==> config.mk <==
export PLATFORM = sky130hd
export DESIGN_NAME = sw_debounce_flat
export DESIGN_NICKNAME = d
export VERILOG_FILES = /design/src/rtl/sw_debounce_if.sv /design/src/rtl/sw_debounce.sv /design/src/flat_wrapper.sv
export SDC_FILE = /design/constraint.sdc
export NUM_CORES = 1
export LEC_CHECK = 0
export CORE_ASPECT_RATIO = 0.75
export CORE_MARGIN = 10
export CORE_UTILIZATION = 40
export CTS_CLUSTER_SIZE = 16
export DETAILED_ROUTE_END_ITERATION = 7
export GPL_TIMING_DRIVEN = 0
export PLACE_DENSITY = 0.68
export SLEW_MARGIN = 20
export SYNTH_ARGS = -nofsm -noshare
export SYNTH_HDL_FRONTEND = slang
export SYNTH_SLANG_ARGS = --single-unit
==> constraint.sdc <==
create_clock -name clk -period 3.5 [get_ports clk]
set_input_delay 0.7 -clock clk [delete_from_list [all_inputs] [get_ports clk]]
set_output_delay 0.7 -clock clk [all_outputs]
set_load 0.01 [all_outputs]
==> src/rtl/sw_debounce_if.sv <==
// Switch-conditioner bus: raw active-low switches in, debounced level and
// press/release strobes out. "rel" carries the release strobe because
// "release" is a reserved word in SystemVerilog.
interface sw_debounce_if #(
  parameter int N = 3
);
  logic [N-1:0] sw;
  logic [N-1:0] level;
  logic [N-1:0] press;
  logic [N-1:0] rel;

  modport master (output sw, input level, press, rel);
  modport slave  (input sw, output level, press, rel);
endinterface

==> src/rtl/sw_debounce.sv <==
// sw_debounce: synchronises active-low push switches, filters bounce, and
// produces an active-high debounced level plus one-cycle press/release strobes.
// Optional feature: define SW_DEBOUNCE_AUTOREPEAT_EN to build the press
// auto-repeat logic (REPEAT_DLY / REPEAT_PER are ignored otherwise).
module sw_debounce #(
  parameter int N          = 3,
  parameter int CNT_W      = 20,
  parameter int STABLE_CNT = 1000000,
  parameter int REPEAT_DLY = 12500000,
  parameter int REPEAT_PER = 2500000
) (
  input  logic            clk,
  input  logic            rst,
  sw_debounce_if.slave    bus
);

  typedef enum logic [1:0] {
    IDLE   = 2'd0,
    CHK_DN = 2'd1,
    HELD   = 2'd2,
    CHK_UP = 2'd3
  } state_t;

  // The count that precedes acceptance: the edge that sees this value while
  // the sample still disagrees is the STABLE_CNT-th disagreeing sample.
  localparam logic [CNT_W-1:0] ACCEPT_AT = CNT_W'(STABLE_CNT - 1);
  localparam logic [CNT_W-1:0] CNT_MAX   = '1;

  // Nonsensical configurations produce an obviously named empty block.
  if (STABLE_CNT < 1 || REPEAT_DLY < 1 || REPEAT_PER < 1) begin : g_bad_cfg
  end

  logic [N-1:0] sync1;
  logic [N-1:0] sync2;
  logic [N-1:0] level_v;
  logic [N-1:0] press_v;
  logic [N-1:0] rel_v;

  // Two-flop synchroniser on the inverted (active-high) switch lines.
  always_ff @(posedge clk or posedge rst) begin
    if (rst) begin
      sync1 <= '0;
      sync2 <= '0;
    end else begin
      sync1 <= ~bus.sw;
      sync2 <= sync1;
    end
  end

  for (genvar i = 0; i < N; i++) begin : g_ch
    state_t           state, state_nxt;
    logic [CNT_W-1:0] cnt, cnt_nxt;
    logic             level_q, level_nxt;
    logic             press_q, press_nxt;
    logic             rel_q, rel_nxt;
    logic             s;
    logic             accept;
`ifdef SW_DEBOUNCE_AUTOREPEAT_EN
    localparam logic [23:0] DLY_AT = 24'(REPEAT_DLY - 1);
    localparam logic [23:0] PER_AT = 24'(REPEAT_PER - 1);
    logic [23:0] rpt, rpt_nxt;
    logic        armed, armed_nxt;
`endif

    assign s      = sync2[i];
    assign accept = (s != level_q) && (cnt >= ACCEPT_AT);

    // Channel state, stability counter, level and strobe registers.
    always_ff @(posedge clk or posedge rst) begin
      if (rst) begin
        state   <= IDLE;
        cnt     <= '0;
        level_q <= 1'b0;
        press_q <= 1'b0;
        rel_q   <= 1'b0;
`ifdef SW_DEBOUNCE_AUTOREPEAT_EN
        rpt     <= '0;
        armed   <= 1'b0;
`endif
      end else begin
        state   <= state_nxt;
        cnt     <= cnt_nxt;
        level_q <= level_nxt;
        press_q <= press_nxt;
        rel_q   <= rel_nxt;
`ifdef SW_DEBOUNCE_AUTOREPEAT_EN
        rpt     <= rpt_nxt;
        armed   <= armed_nxt;
`endif
      end
    end

    // Next-state, counter and strobe decisions for this channel.
    always_comb begin
      state_nxt = state;
      cnt_nxt   = cnt;
      level_nxt = level_q;
      press_nxt = 1'b0;
      rel_nxt   = 1'b0;
`ifdef SW_DEBOUNCE_AUTOREPEAT_EN
      rpt_nxt   = rpt;
      armed_nxt = armed;
`endif
      if (s == level_q) begin
        cnt_nxt = '0;
      end else if (cnt != CNT_MAX) begin
        cnt_nxt = cnt + 1'b1;
      end

      case (state)
        IDLE, CHK_DN: begin
          if (!s) begin
            state_nxt = IDLE;
          end else if (accept) begin
            state_nxt = HELD;
            level_nxt = 1'b1;
            press_nxt = 1'b1;
            cnt_nxt   = '0;
          end else begin
            state_nxt = CHK_DN;
          end
        end
        HELD, CHK_UP: begin
          if (s) begin
            state_nxt = HELD;
          end else if (accept) begin
            state_nxt = IDLE;
            level_nxt = 1'b0;
            rel_nxt   = 1'b1;
            cnt_nxt   = '0;
          end else begin
            state_nxt = CHK_UP;
          end
        end
        default: state_nxt = IDLE;
      endcase

`ifdef SW_DEBOUNCE_AUTOREPEAT_EN
      if (press_nxt || rel_nxt) begin
        rpt_nxt   = '0;
        armed_nxt = 1'b0;
      end else if (state == HELD || state == CHK_UP) begin
        if (rpt == (armed ? PER_AT : DLY_AT)) begin
          press_nxt = 1'b1;
          rpt_nxt   = '0;
          armed_nxt = 1'b1;
        end else begin
          rpt_nxt = rpt + 1'b1;
        end
      end
`endif
    end

    assign level_v[i] = level_q;
    assign press_v[i] = press_q;
    assign rel_v[i]   = rel_q;
  end

  assign bus.level = level_v;
  assign bus.press = press_v;
  assign bus.rel   = rel_v;

endmodule

==> src/flat_wrapper.sv <==
// flat-port wrapper written by rule: the top's interface ports become plain ports
module sw_debounce_flat 
#(
  parameter int N          = 3,
  parameter int CNT_W      = 20,
  parameter int STABLE_CNT = 1000000,
  parameter int REPEAT_DLY = 12500000,
  parameter int REPEAT_PER = 2500000
)
  (clk, rst, bus_sw, bus_level, bus_press, bus_rel);
  sw_debounce_if #(.N(N)) bus_i ();
  input  logic clk;
  input  logic rst;
  input wire logic [$bits(bus_i.sw)-1:0] bus_sw;
  output wire logic [$bits(bus_i.level)-1:0] bus_level;
  output wire logic [$bits(bus_i.press)-1:0] bus_press;
  output wire logic [$bits(bus_i.rel)-1:0] bus_rel;
  assign bus_i.sw = bus_sw;
  assign bus_level = bus_i.level;
  assign bus_press = bus_i.press;
  assign bus_rel = bus_i.rel;
  sw_debounce #(.N(N), .CNT_W(CNT_W), .STABLE_CNT(STABLE_CNT), .REPEAT_DLY(REPEAT_DLY), .REPEAT_PER(REPEAT_PER)) u_core (.clk(clk), .rst(rst), .bus(bus_i));
endmodule
* Word-level counts from Yosys, hierarchy flattened
Cells that the tools add are included.
** Word-level totals
- Register bits after elaboration :: 81
- Output and inout port bits :: 9
** Operators by class
- $add $sub $neg :: 3
- Reduce and logical (&&, ||, !) cells :: 15
- Eq/ne operators :: 30
- Multiplexer cells :: 63
- Bitwise operators :: 1
- Magnitude comparators :: 3
** Operators with widths (count)
- $mux W20 :: 15
- $pmux W20 S2 :: 3
- $add A20 B1 Y20 const B :: 3
- $ge A20 B20 Y1 const B :: 3
- $ne A20 B20 Y1 const B :: 3
- $mux W1 :: 27
- $mux W2 :: 12
- $ne A2 B1 Y1 const B :: 9
- $eq A2 B2 Y1 const B :: 6
- $pmux W2 S2 :: 3
- $reduce_and A4 Y1 :: 3
- $reduce_or A2 Y1 :: 6
- $eq A2 B1 Y1 const B :: 3
- $logic_not A2 Y1 :: 3
- $ne A2 B2 Y1 const B :: 3
- $pmux W1 S2 :: 3
- $eq A1 B1 Y1 :: 3
- $logic_and A1 B1 Y1 :: 3
- $ne A1 B1 Y1 :: 3
- $not A3 Y3 :: 1

* Depth between registers and ports, before layout
Gate-level depths: netlist (run 1).
- Word-level depth :: 6
- Mapped depth :: 8
- Depth with buffers taken out :: 6

* Least setup slack after synthesis (run 1)
No wires, ideal clock.
- Path kind :: flip-flop to flip-flop
- From :: reg u_core.g_ch[0].cnt[0]
- To :: reg u_core.g_ch[0].cnt[2]
- Buffers on the path :: 2
- Arrival :: 1989 ps
- Period minus slack after synthesis :: 2069 ps
- Setup time :: 80 ps
- Stages on the path, launching flop included :: 9
- Setup slack :: 1431 ps
- Cell sequence :: dfrtp_1 > ha_1 > nand4_1 > or3_1 > clkbuf_1 > or3_1 > buf_2 > and3_1 > nor3_2
** On the way
- Cells in the longest elaborated chain, start to end :: 6
** RTL lines
- from (decl) :: RTL line sw_debounce.sv:52 : logic [CNT_W-1:0] cnt, cnt_nxt;
- from (signal assigned) :: RTL line sw_debounce.sv:82 : cnt <= cnt_nxt;
- $add A20 B1 Y20 / $ne A20 B20 Y1 (equally long branches) :: RTL line sw_debounce.sv:107, sw_debounce.sv:106
- $mux W20 :: RTL line sw_debounce.sv:106 : end else if (cnt != CNT_MAX) begin
- $mux W20 :: RTL line sw_debounce.sv:104 : if (s == level_q) begin
- $mux W20 :: RTL line sw_debounce.sv:114, sw_debounce.sv:126
- $mux W20 (on tied branches) :: RTL line sw_debounce.sv:124, sw_debounce.sv:112
- $pmux W20 S2 (*) :: RTL line sw_debounce.sv:110 : case (state)
- net u_core.g_ch[0].cnt_nxt[2] :: RTL line sw_debounce.sv:52
The timed path passes the listed nets; every way through them passes the cells marked *.
A chain may end at the register's enable or synchronous reset.

* Worst setup path in the final report (run 1)
- From :: reg u_core.g_ch[2].cnt[0]
- To :: reg u_core.g_ch[2].cnt[17]
** On the way
- Cells in the longest elaborated chain, start to end :: 6
** RTL lines (RTL line)
- from (decl) :: sw_debounce.sv:52
- from (signal assigned) :: sw_debounce.sv:82
- $add A20 B1 Y20 / $ne A20 B20 Y1 (equally long branches) :: sw_debounce.sv:107, sw_debounce.sv:106
- $mux W20 :: sw_debounce.sv:106
- $mux W20 :: sw_debounce.sv:104
- $mux W20 :: sw_debounce.sv:114, sw_debounce.sv:126
- $mux W20 (on tied branches) :: sw_debounce.sv:124, sw_debounce.sv:112
- $pmux W20 S2 (*) :: sw_debounce.sv:110
- net u_core.g_ch[2].cnt_nxt[17] :: sw_debounce.sv:52
Marks and branches as above.

==> metrics, run 1 <==
Slew HR 0.354; Post-Syn Area 4270 um2; Clk Latency, worst-skew pair between 0.3 and 0.4 ns; Reg2Reg Depth 7; Ys Warns 0; grt peak-use layer met2; final core occ 0.467; Post-Route WL roughly 8700 um; Area Overhead vs Synth 13.5%; synth cell count leaders dfrtp_1, nor2_1, xnor2_1, a21oi_1, nand2_1; HP Class flop to flop; worst r2r dst u_core.g_ch[2].cnt[17]; setup TNS 0 ns; initial drt markers ~250; Final nets 475; most numerous cell in the Yosys netlist dfrtp_1; vias in the first global route between 3000 and 4000; CTS Buffer Depth 2; switching part of the total 0.232; Post-DP Area between 4000 and 5000 um2; worst clock skew between 0.005 and 0.006 ns; Main synth FF type dfrtp_1; # port buffers 13; top cells by area in the synthesized netlist dfrtp_1, xnor2_1, nor2_1, a21oi_1, nand4_1; met3 Use GR 0.0358; CP Data Required Time 3.73 ns; global-route wire length before repair 15100 um; R2R Setup Slk roughly 1.2 ns; H-tree depth 3; end point of the critical path u_core.g_ch[2].cnt[17]; status completed; DRT Pass-1 Iters 4; asr flop ratio synth 1.00; setup violators final 0; design area 4840 um2; Die Ht approximately 110 um; Tcrit/Tclk final 0.670; RSZ-0062 raised after global routing false; startpoint types flop; worst-path fanout max 10; met1 GRT Util 0.156; antenna-violating nets left 0; Root Driver clkbuf_16; # diodes 0; Int Power approximately 0.0014 W; Detailed Place HPWL around 6100 um; hold_buf cts 0; CP Cell Sequence ha_1 > nand4_1 > o211ai_1 > a221o_1 > mux2_2 > buf_2 > a311oi_1; Sinks on Clock Net 78; Synthesized Nets 450; achievable frequency 427 MHz; clock share of power 0.434; met2 Usage GRT 0.181; largest net degree at the start of global routing 59; Worst Setup SP u_core.g_ch[2].cnt[0]; Mean Syn Cell Area 9.66 um2; CP max-delay cell dfrtp_1; DR vias/cell around 5.5; Worst Tran Pin Value roughly 0.96 ns; Die ar. 15200 um2; Mapped Cells 442; Rows 32; Synth cell types between 50 and 60; Setup CP Type flop to flop; Slew Limit Fails 0; All-Layer GR Usage 0.119; flops & latches, synth between 70 and 80; Worst-path clk slew roughly 0.060 ns; core area between 10000 and 15000 um2; post-synth top area cell dfrtp_1; Max Cap Violations 0; global route overflow 0; leakage power 1.88 nW; GP Congestion roughly 0.83; setup bufs post-CTS 0; CTS tree yes; fraction of layout cells with a size suffix above 1 0.111; PwrDens around 390 nW/um2; Psw roughly 0.00043 W; Final Hold Viols 0; Sequential Power Share 0.513; min cycle time layout roughly 2.3 ns; Crit. End Element flop; via count about 3400; Hold Slack approximately 0.36 ns; sequential share of the synthesized area 0.457; Worst Path Arrival between 2 and 3 ns; initial antenna violation count 0; CTS Buf Count 9; Synth top area share 0.457; wire per inst approximately 14 um; DRC violations left 0; crit-path max cell delay a little over 0.4 ns; Die X approximately 140 um; Gate power share 0.053; PostCTS Resize Cnt 0; Initial Util 0.412; Post-synth EDFFs 0; VDD IR-drop max 0.248 mV; IO Pins 14; worst flop-to-flop path startpoint u_core.g_ch[2].cnt[0]
## per-stage QoR
| step | setup WS [ns] | cells | power, W |
|---|---|---|---|
| finish | 1.16 | 605 | 0.00187 |
| global route | 0.938 | 605 | 0.00195 |
| CTS | 1.15 | 605 | 0.00189 |
| detailed placement | 1.18 | 592 | 0.00108 |
| global placement | -0.470 | 591 | 0.00107 |
| floorplan | 0.805 | 442 | 0.00104 |
## state kept, by name, indices dropped and copies added, names as in the netlist
signal / count
u_core.g_ch.cnt: 60
u_core.g_ch.level_q: 3
u_core.g_ch.press_q: 3
u_core.g_ch.rel_q: 3
u_core.g_ch.state: 3
u_core.sync1: 3
u_core.sync2: 3
## worst max-delay path: cells and delay by family (launching register included)
kind | cells | cell delay [ns]
simple gates | 1 | 0.27
mux | 1 | 0.27
flops | 1 | 0.41
buf+inv | 1 | 0.19
fa+ha+maj | 1 | 0.25
compound gates | 3 | 0.83
## final cells by class
class	count	area, um2
flip-flops and latches	78	1950
multi-input cells	324	2120
well taps	136	170
fillers	965	5530
clock inverters	2	12.5
plain buffers	22	133
clock buffers	11	233
inverters	18	70.1
repair buffers	14	158
## cell usage in the layout (no fill, tap or decap), types with 3 or more instances in the layout
master	instances
xnor2_1	36
clkbuf_1	9
nand2b_1	3
a211oi_2	4
and4_1	10
a31oi_1	4
nor4b_1	6
nor4_1	10
nor3_1	21
o21ai_0	5
or3_1	5
dfrtp_1	78
o31ai_1	3
nor2b_1	3
buf_2	4
nor3_2	4
a211oi_1	8
inv_1	17
clkdlybuf4s50_1	13
a21oi_1	24
xor2_1	5
o211ai_1	4
ha_1	3
buf_4	10
nand4_1	17
clkbuf_16	9
nand3_1	20
nor2_1	56
and3_1	6
nand2_1	24
or2_2	3
nor3b_1	3
## layer usage
metal	wire (um)	vias up
met5	0	-
met4	138	0
met3	386	12
met2	3830	61
met1	4370	1623
li1	-	1655
## power groups by stage
stage	Combinational (W)	Clock, W	Sequential, W
3_5_place_dp	0.000102	0	0.000974
2_1_floorplan	0.0000745	0	0.000966
4_1_cts	0.000102	0.000831	0.000957
3_3_place_gp	0.0000947	0	0.000972
5_1_grt	0.000114	0.000869	0.000963
6_report	0.0000994	0.000812	0.000958
## worst min-delay path by stage
stage	startpoint	to	slack [ns]	cells past startpoint
detailed placement	u_core.sync1[1]	u_core.sync2[1]	0.34	0
global placement	u_core.sync1[0]	u_core.sync2[0]	0.33	0
CTS	u_core.sync1[0]	u_core.sync2[0]	0.36	0
global route	u_core.sync1[0]	u_core.sync2[0]	0.36	0
floorplan	u_core.sync1[0]	u_core.sync2[0]	0.33	0
finish	u_core.sync1[0]	u_core.sync2[0]	0.36	0
## cell families after synthesis
kind of cell	after synthesis	synth area share
AND/OR/NAND/NOR	203	0.262
flip-flops	78	0.457
AO/OA/AOI/OAI	74	0.133
XOR/XNOR	41	0.0841
buffers and inverters	40	0.0469
multiplexers	3	0.00733
adder cells (fa/ha/maj)	3	0.00880
(Power assumes the default switching activity.)
==> run 2, diff against run 1 <==
--- a/config.mk
+++ b/config.mk
@@ -11,7 +11,7 @@
 export CTS_CLUSTER_SIZE = 16
 export DETAILED_ROUTE_END_ITERATION = 7
 export GPL_TIMING_DRIVEN = 0
-export PLACE_DENSITY = 0.68
+export PLACE_DENSITY = 0.7
 export SLEW_MARGIN = 20
 export SYNTH_ARGS = -nofsm -noshare
 export SYNTH_HDL_FRONTEND = slang
==> constraint.sdc (replaced) <==
create_clock -name clk -period 1.9 [get_ports clk]
set_input_delay 0.38 -clock clk [delete_from_list [all_inputs] [get_ports clk]]
set_output_delay 0.38 -clock clk [all_outputs]
set_load 0.01 [all_outputs]
==> run 2 against run 1 <==
The flow now finishes with violations (negative setup slack). Critical path depth decreased by 1. Wire length increased by 20%. Setup slack got worse by 1.4 ns. Hold slack got worse by 0.010 ns. Non-clock buffer count increased by 48. Power increased by 110%. Combinational power increased to 2.6 times the previous value. Die area unchanged. Sequential power increased by 84%. Via count increased by 8.6%. Register-to-register slack got worse by 1.4 ns. Clock skew increased by 0.0016 ns. Critical endpoint is now u_core.g_ch[0].cnt[10]. Largest cell class unchanged.
==> metrics, run 2 (synthesis gave the netlist of run 1 again) <==
Max Cap Violations 0; IO Pins 14; # port buffers 13; Sinks on Clock Net 78; Crit. End Element flop; Clk Latency, worst-skew pair 0.33 ns; RSZ-0062 raised after global routing true; CTS Buf Count 9; DRC violations left 0; Post-DP Area between 4000 and 5000 um2; All-Layer GR Usage 0.133; Detailed Place HPWL roughly 6000 um; Post-Route WL between 10000 and 15000 um; CTS tree yes; global route overflow 0; via count roughly 3600; Sequential cell area 1960 um2; core area approximately 10000 um2; Final Hold Viols 0; wire per inst about 16 um; startpoint types flop; pre-CTS setup slack -0.329 ns; commonest non-fill, non-tap cell in the layout dfrtp_1; Die ar. 15200 um2; fraction of layout cells with a size suffix above 1 0.339; Die X 139 um; setup violators final just over 50; Worst-path clk slew ~0.06 ns; status complete, but fails checks; CTS Buffer Depth 2; Worst Path Arrival around 2.4 ns; worst clock skew 0.00728 ns; PwrDens about 690 nW/um2; leakage power between 2 and 2.5 nW; DRT Pass-1 Iters 5; worst setup margin -0.264 ns; Tot Pwr 0.00398 W; Area Overhead vs Synth 35.6%; Largest register FFs 60; HP Class flop to flop; Final nets about 520; multi-input logic area about 2500 um2; Layout fillers 820; Placed Cells around 590; antenna-violating nets left 0; Worst Tran Pin Value about 0.75 ns; final core occ 0.558; largest net degree at the start of global routing 32; global-route wire length before repair 16900 um; commonest cells after routing, fill and taps aside dfrtp_1, buf_4, nor2_1, xnor2_1, nand2_1; Setup CP Type flop to flop; Initial Util 0.412; H-tree depth 3; Slew Limit Fails 0; achievable frequency between 400 and 500 MHz; failing checks negative setup slack; DR vias/cell ~5.6; hold_buf cts 0; initial antenna violation count 0; design area between 5000 and 6000 um2; worst-path fanout max 5; Finished Layout Cells around 660; Slew HR 0.499; Rows 32; initial drt markers 266; Tcrit/Tclk final 1.14; vias in the first global route roughly 3500; Root Driver clkbuf_16; min cycle time layout 2.16 ns; GP Congestion roughly 0.84; Die Ht 109 um; CP Data Required Time roughly 2.1 ns; largest reg by FF count u_core.g_ch.cnt; VDD IR-drop max ~0.4 mV; # diodes 0
-- run 2: where the power goes --
part	leakage (nW)	total [W]	switching [W]	internal, W
registers	1.05	0.00176	0.0000563	0.00171
clock network	0.166	0.00196	0.000648	0.00131
logic	1.08	0.000263	0.000138	0.000125
-- run 2: path summary, 6_finish.rpt --
path	startpoint	to	slack, ns	depth (start not counted)
worst max register to register	u_core.g_ch[0].cnt[6]	u_core.g_ch[0].cnt[10]	-0.26	6
max in group asynchronous	rst	u_core.g_ch[1].cnt[15]	0.61	4
worst min-delay path	u_core.sync1[2]	u_core.sync2[2]	0.35	0
worst min register to register	u_core.sync1[2]	u_core.sync2[2]	0.35	0
min in group asynchronous	rst	u_core.g_ch[0].cnt[2]	0.52	2
worst max-delay path	u_core.g_ch[0].cnt[6]	u_core.g_ch[0].cnt[10]	-0.26	6
-- run 2: area by class of cell --
class                      count  share of cell area
buffer                        18              0.0268
timing repair buffer          66               0.102
tap                          136              0.0294
clock inverter                 4              0.0164
sequential                    78               0.339
multi-input combinational    324               0.432
inverter                      18              0.0123
clock buffer                  11              0.0419
-- run 2: repair_timing --
| item | in CTS | in global routing |
|---|---|---|
| gates cloned | 2 | 0 |
| pin swaps | 18 | 26 |
| endpoints found under the setup margin | 67 | 68 |
| resized for setup | 45 | 57 |
| setup buffers | 38 | 15 |
-- run 2: stage by stage --
step           setup TNS (ns)  hold slack [ns]
2_1_floorplan           -1.35            0.331
3_3_place_gp           -31.04            0.337
3_5_place_dp           -13.20            0.335
4_1_cts                 -5.65            0.347
5_1_grt                -10.43            0.363
6_report                -6.97            0.347
-- run 2: per-layer routing --
layer  share of wire  GRT usage  vias to the layer above
met5               0          0                        -
met4          0.0083     0.0461                        0
met3           0.042     0.0392                        8
met2            0.49      0.213                       79
met1            0.46      0.168                     1809
li1                -          -                     1742
-- run 2: critical path: stages (launching register included) --
cell,delay (ns)
dfrtp_1,0.40
or4_4,0.55
a211oi_4,0.28
o21ai_2,0.10
o31a_1,0.38
buf_6,0.20
a211oi_2,0.17
